`src/rtl/pc_seq.sv`:
```
// Multi-cycle program-counter sequencer: fetches one instruction over a
// valid/ready request + valid response port, holds it for execute, then commits the next PC.
module pc_seq #(
    parameter int unsigned     XLEN     = 32,
    parameter logic [XLEN-1:0] RESET_PC = XLEN'(32'h8000_0000)
) (
    input  logic            clk,
    input  logic            rst,
    input  logic [1:0]      pc_src,
    input  logic [XLEN-1:0] imm,
    input  logic [XLEN-1:0] rs1,
    input  logic [XLEN-1:0] csr_pc,
    input  logic            exec_done,
    input  logic            halt_req,
    output logic            if_req_valid,
    input  logic            if_req_ready,
    output logic [XLEN-1:0] if_req_addr,
    input  logic            if_resp_valid,
    input  logic [31:0]     if_resp_data,
    input  logic            if_resp_err,
    output logic [XLEN-1:0] pc,
    output logic [31:0]     inst,
    output logic            inst_valid,
    output logic            halted,
    output logic            fault,
    output logic [31:0]     retire_cnt
);

    // Handshake: a fetch request transfers on the cycle where if_req_valid and
    // if_req_ready are both high; valid/addr hold until then. Responses are
    // only honoured in WAIT_RESP, one per request.
    typedef enum logic [1:0] {
        S_FETCH     = 2'd0,
        S_WAIT_RESP = 2'd1,
        S_EXEC      = 2'd2,
        S_HALT      = 2'd3
    } state_t;

    state_t          state_q, state_d;
    logic [XLEN-1:0] pc_q, pc_d;
    logic [31:0]     inst_q, inst_d;
    logic            fault_q, fault_d;
    logic [31:0]     retire_q, retire_d;
    logic [XLEN-1:0] next_pc;
    logic [XLEN-1:0] jalr_tgt;

    assign jalr_tgt = rs1 + imm;

    always_comb begin
        next_pc = pc_q + XLEN'(4);
        case (pc_src)
            2'b00:   next_pc = pc_q + XLEN'(4);
            2'b01:   next_pc = pc_q + imm;
            2'b10:   next_pc = {jalr_tgt[XLEN-1:1], 1'b0};
            default: next_pc = csr_pc;
        endcase
    end

    always_comb begin
        state_d  = state_q;
        pc_d     = pc_q;
        inst_d   = inst_q;
        fault_d  = fault_q;
        retire_d = retire_q;
        case (state_q)
            S_FETCH: begin
                if (if_req_ready) begin
                    state_d = S_WAIT_RESP;
                end
            end
            S_WAIT_RESP: begin
                if (if_resp_valid) begin
                    if (if_resp_err) begin
                        fault_d = 1'b1;
                        state_d = S_HALT;
                    end else begin
                        inst_d  = if_resp_data;
                        state_d = S_EXEC;
                    end
                end
            end
            S_EXEC: begin
                // The instruction retires even when it halts or lands on a bad target.
                if (exec_done) begin
                    retire_d = retire_q + 32'd1;
                    if (halt_req) begin
                        state_d = S_HALT;
                    end else if (next_pc[1:0] != 2'b00) begin
                        fault_d = 1'b1;
                        state_d = S_HALT;
                    end else begin
                        pc_d    = next_pc;
                        state_d = S_FETCH;
                    end
                end
            end
            default: begin
                state_d = S_HALT;
            end
        endcase
    end

    always_ff @(posedge clk) begin
        if (rst) begin
            state_q  <= S_FETCH;
            pc_q     <= RESET_PC;
            inst_q   <= 32'd0;
            fault_q  <= 1'b0;
            retire_q <= 32'd0;
        end else begin
            state_q  <= state_d;
            pc_q     <= pc_d;
            inst_q   <= inst_d;
            fault_q  <= fault_d;
            retire_q <= retire_d;
        end
    end

    // Request is masked while rst is high so nothing leaks out during the reset cycle.
    assign if_req_valid = (state_q == S_FETCH) && !rst;
    assign if_req_addr  = pc_q;
    assign pc           = pc_q;
    assign inst         = inst_q;
    assign inst_valid   = (state_q == S_EXEC);
    assign halted       = (state_q == S_HALT);
    assign fault        = fault_q;
    assign retire_cnt   = retire_q;

endmodule

```
`config.mk`:
```
export PLATFORM = sky130hd
export DESIGN_NAME = pc_seq
export DESIGN_NICKNAME = d
export VERILOG_FILES = /design/src/rtl/pc_seq.sv
export SDC_FILE = /design/constraint.sdc
export NUM_CORES = 1
export LEC_CHECK = 0
export ABC_CLOCK_PERIOD_IN_PS = 3300
export BUFFER_PORTS_ARGS = -buffer_cell sky130_fd_sc_hd__buf_2
export CAP_MARGIN = 20
export CORE_ASPECT_RATIO = 0.6
export CORE_MARGIN = 1
export CORE_UTILIZATION = 48
export CTS_CLUSTER_SIZE = 14
export DETAILED_ROUTE_END_ITERATION = 16
export GPL_TIMING_DRIVEN = 1
export PLACE_DENSITY = 0.81
export SYNTH_ARGS = -nofsm -noshare
export SYNTH_HDL_FRONTEND = slang
export SYNTH_SLANG_ARGS = --single-unit
```
`constraint.sdc`:
```
create_clock -name clk -period 3.3 [get_ports clk]
set_clock_uncertainty 0.15 [all_clocks]
set_input_delay 0.495 -clock clk [delete_from_list [all_inputs] [get_ports clk]]
set_output_delay 0.495 -clock clk [all_outputs]
set_load 0.02 [all_outputs]
```
Yosys cells after proc, flatten, opt, wreduce, memory -nomap -nowiden
Index checks and enable logic that the tools add are counted.
{"block": "totals", "register_bits": 99, "latchBits": 0, "ramBits": 0, "mem_bits_ro": 0, "output_inout_bits": 132, "wordCells": 48, "mem_count": 0}
{"block": "op_classes", "addsub": 4, "n_mul": 0, "n_div": 0, "magnitude_cmp": 0, "n_eq_ne": 11, "shifts": 0, "n_mux": 14, "bitwise": 3, "reduce_logical": 11}
{"operator": "$pmux 32 s3", "count": 1}
{"operator": "$add 32x32->32", "count": 2}
{"operator": "$add 32x1->32 const B", "count": 1}
{"operator": "$add 32x3->32 const B", "count": 1}
{"operator": "$mux 2", "count": 5}
{"operator": "$ne 2x2->1 const B", "count": 5}
{"operator": "$eq 2x2->1 const B", "count": 3}
{"operator": "$mux 1", "count": 6}
{"operator": "$pmux 2 s3", "count": 1}
{"operator": "$reduce_and 3->1", "count": 2}
{"operator": "$reduce_and 6->1", "count": 1}
{"operator": "$eq 2x1->1 const B", "count": 2}
{"operator": "$logic_not 2->1", "count": 2}
{"operator": "$reduce_and 4->1", "count": 1}
{"operator": "$reduce_bool 2->1", "count": 2}
{"operator": "$not 1->1", "count": 3}
{"operator": "$ne 2x1->1 const B", "count": 1}
{"operator": "$pmux 1 s2", "count": 1}
{"operator": "$reduce_and 2->1", "count": 1}
{"operator": "$logic_and 1x1->1", "count": 1}
{"operator": "$logic_not 1->1", "count": 1}

Longest topological paths before layout
{"block": "depth", "word_depth": 7, "ltp_mapped": 13}

Worst setup path before layout
OpenSTA, ideal clock, no wires.
{"block": "synth_path", "path_type": "reg-to-reg", "startpoint": "register pc_q[0] (netlist: if_req_addr[0])", "endpoint": "register pc_q[28] (netlist: if_req_addr[28])", "setup_ns": 0.122, "arrival_ns": 2.902, "setup_slack_ns": 0.126, "path_stages_with_launch": 13, "path_cell_list": "dfxtp_1 > ha_1 > inv_1 > fa_1 > nand2b_1 > a21oi_1 > o2111ai_1 > nand3_1 > a211oi_2 > o41ai_1 > mux2i_1 > a21oi_1 > a221o_1"}
{"block": "synth_via", "elab_chain_len": 5, "elab_cells_between_ends": 6}
{"element": "start, declared", "line": "40", "text": "logic [XLEN-1:0] pc_q, pc_d;"}
{"element": "start signal, assigned", "line": "112", "text": "pc_q <= pc_d;"}
{"element": "$add 32x32->32 or $add 32x3->32 (tied branches)", "line": "53, 52"}
{"element": "$pmux 32 s3 *", "line": "51", "text": "case (pc_src)"}
{"element": "$reduce_bool 2->1", "line": "88", "text": "end else if (next_pc[1:0] != 2'b00) begin"}
{"element": "$not 1->1 (no source line)"}
{"element": "$reduce_and 4->1 (no source line)"}
Every way passes the cells marked *; elsewhere a longest branch is shown, timed or not.
A chain may end at the register's enable or synchronous reset.

Final worst setup path
Ends and elaborated chain as after synthesis.

==> summary.txt <==
dpl cell area: 10500 µm²
global routing met2 resource utilization: 0.480
clk slew on worst S/H paths: 0.08 ns
H-tree lvl count: 3
M3 GR Usage: 0.104
final WL: 31800 µm
Detailed Place HPWL: 25300 µm
CP Max Fanout: 3
synth unique cells: 63
commonest cells after routing, fill and taps aside: 268 x buf_2, 160 x nand2_1, 124 x a21oi_1
placed cells: 1679
gr ovfl total: 0
r2r worst-path depth: 13
setup violators final: 0
R2R setup slack: 0.15 ns
VDD IR-drop max: 301 µV
area leader, netlist: dfxtp_1
Hold WS: 0.229 ns
DR DRC count: 0
Max Cap Viol: 0
initial antenna violation count: 1
gr usage total: 0.332
met1 usage: 0.478
post-CTS resize count: 0
Worst Setup Start Kind: register
Relative slew margins: 0.400
Finished Cell Area: 10900 µm²
# clock sinks: 99
root buffer cell: clkbuf_16
period utilization: 0.955
Post-CTS Setup Inserts: 0
Pleak: 5.13 nW
clk_lat worst skew: 0.35 ns
fin cells: 1696
final hold violation count: 0
global-route wire length before repair: 48600 µm
GR peak layer: met2
Rows: 37
Multi-input gate area: 6120 µm²
Max Clk Rate: 317 MHz
vias in the first global route: 9093
Synth Net Count: 1374
Placer Congestion: 0.987
Vias: 10189
synthesis-to-layout area growth: 26.1%
cells after synthesis: 1172
Mean Syn Cell Area: 7.37 µm²
critical path type: reg2reg
Critical Path RT: 3.38 ns
I/O Buffers: 268
Die W: 175 µm
largest net degree at the start of global routing: 78
layout cells sized above 1: 0.276
minimum clock period: 3.15 ns
1st-pass router iterations: 6
Hold Path Depth: 3
CTS buffer count: 9
Yosys warnings: 0
Synth Flop Type: dfxtp_1
CP Capture Type: register
NumNets Final: 1659
CTS tree: built
Post-CTS Hold Buffers: 0
maximum clock path buffer count: 2
Core Box Area: 17400 µm²
outcome: finished clean
# fillers: 1607
critical path data arrival time: 3.23 ns
Die Y: 106 µm
commonest non-fill, non-tap cell in the layout: buf_2
Post-synth EDFFs: 0
register area: 1980 µm²
Routed Antenna Nets: 0
RSZ-0062 raised after global routing: false
Synth top area share: 0.230
worst slew pin tran: 0.895 ns
Pwr Density: 304 nW/µm²
I/O pin count: 269
Async S/R FF share, synth: 0
wire per inst: 18.7 µm
final count of pins violating max slew: 0
DR vias/cell: 6.01
die area: 18500 µm²
Yosys reg bits: 99
register area share after synthesis: 0.230
Ant. Diodes: 0
Post-Syn Area: 8630 µm²
HP Class: in2reg
Initial Util: 0.497
Synth area leaders: dfxtp_1 23%, ha_1 9.1%, a21oi_1 7.2%
1st-iter DRT viols: 1238
state kept, by name, summed over array words and instances, names as in the netlist:
| signal | flops |
|---|---|
| fault | 1 |
| if_req_addr | 32 |
| inst | 32 |
| retire_cnt | 32 |
| state_q | 2 |
final timing paths:
path | startpoint | to
worst max-delay path | if_req_addr[0] | if_req_addr[28]
worst min-delay path | if_resp_data[0] | inst[0]
worst min register to register | inst[30] | inst[30]
worst max register to register | if_req_addr[0] | if_req_addr[28]
final cells by class:
| type | instances | area share |
|---|---|---|
| clock buffer | 9 | 0.0207 |
| inverter | 28 | 0.00965 |
| tap | 234 | 0.0269 |
| multi-input combinational | 958 | 0.562 |
| sequential | 99 | 0.182 |
| timing repair buffer | 361 | 0.189 |
| clock inverter | 7 | 0.00942 |
report_power, final:
| part | switching [mW] | internal [mW] | total (mW) |
|---|---|---|---|
| Sequential | 0.0151 | 1.21 | 1.23 |
| Clock | 0.557 | 0.622 | 1.18 |
| Combinational | 0.534 | 0.375 | 0.909 |
per-stage QoR:
step | worst slack (ns) | power, mW | TNS (ns) | utilization
after floorplan | 0.126 | 1.79 | 0 | -
after global placement | -0.0760 | 2.11 | -0.0766 | 0.606
after detailed placement | -0.158 | 2.13 | -0.441 | 0.606
after CTS | 0.0708 | 3.29 | 0 | 0.625
after global routing | 0.0103 | 3.45 | 0 | 0.627
final | 0.149 | 3.32 | 0 | 0.627
worst max-delay path: stages, from the launching register on:
cell and delay [ns]:
dfxtp_1 0.35, ha_1 0.17, inv_1 0.06, fa_1 0.39
nand2b_1 0.23, a21oi_2 0.18, o2111ai_1 0.18, nand3_1 0.20
a211oi_2 0.13, o41ai_2 0.32, buf_4 0.18, mux2i_1 0.17
a21oi_1 0.08, a221o_1 0.27
cells by family after synthesis:
kind of cell / share of synthesized area
and+or+nand+nor: 0.238
AOI/OAI and AO/OA: 0.253
buffers and inverters: 0.0639
DFF: 0.230
xor gates and xnor gates: 0.0953
adders and majority gates: 0.0959
muxes: 0.0251
cells in the mapped netlist, types with 5 or more instances:
cell and number:
nor2_1 113, o21bai_1 10, ha_1 63, o31ai_1 8
or3_1 12, nor2b_1 9, o311ai_0 5, o211ai_1 9
o21ai_0 61, inv_1 28, a31oi_1 14, a21oi_1 125
nand2_1 160, mux2i_1 7, o221ai_1 7, a21o_1 30
a211oi_1 17, and4_1 7, nand2b_1 14, clkbuf_1 51
nand4_1 17, buf_4 32, and3_1 17, nor3_1 24
xnor2_1 51, o21a_1 14, dfxtp_1 99, nand3_1 48
mux4_2 6, and2_1 9, xor2_1 43
metal layers:
layer | part of all wire | routed length [µm] | vias up
met5 | 0 | 0 | -
met1 | 0.44 | 14000 | 4720
met4 | 0.0093 | 294 | 0
met3 | 0.14 | 4330 | 40
li1 | - | - | 4756
met2 | 0.41 | 13100 | 673
No activity file was read; power rests on OpenSTA's default activity.
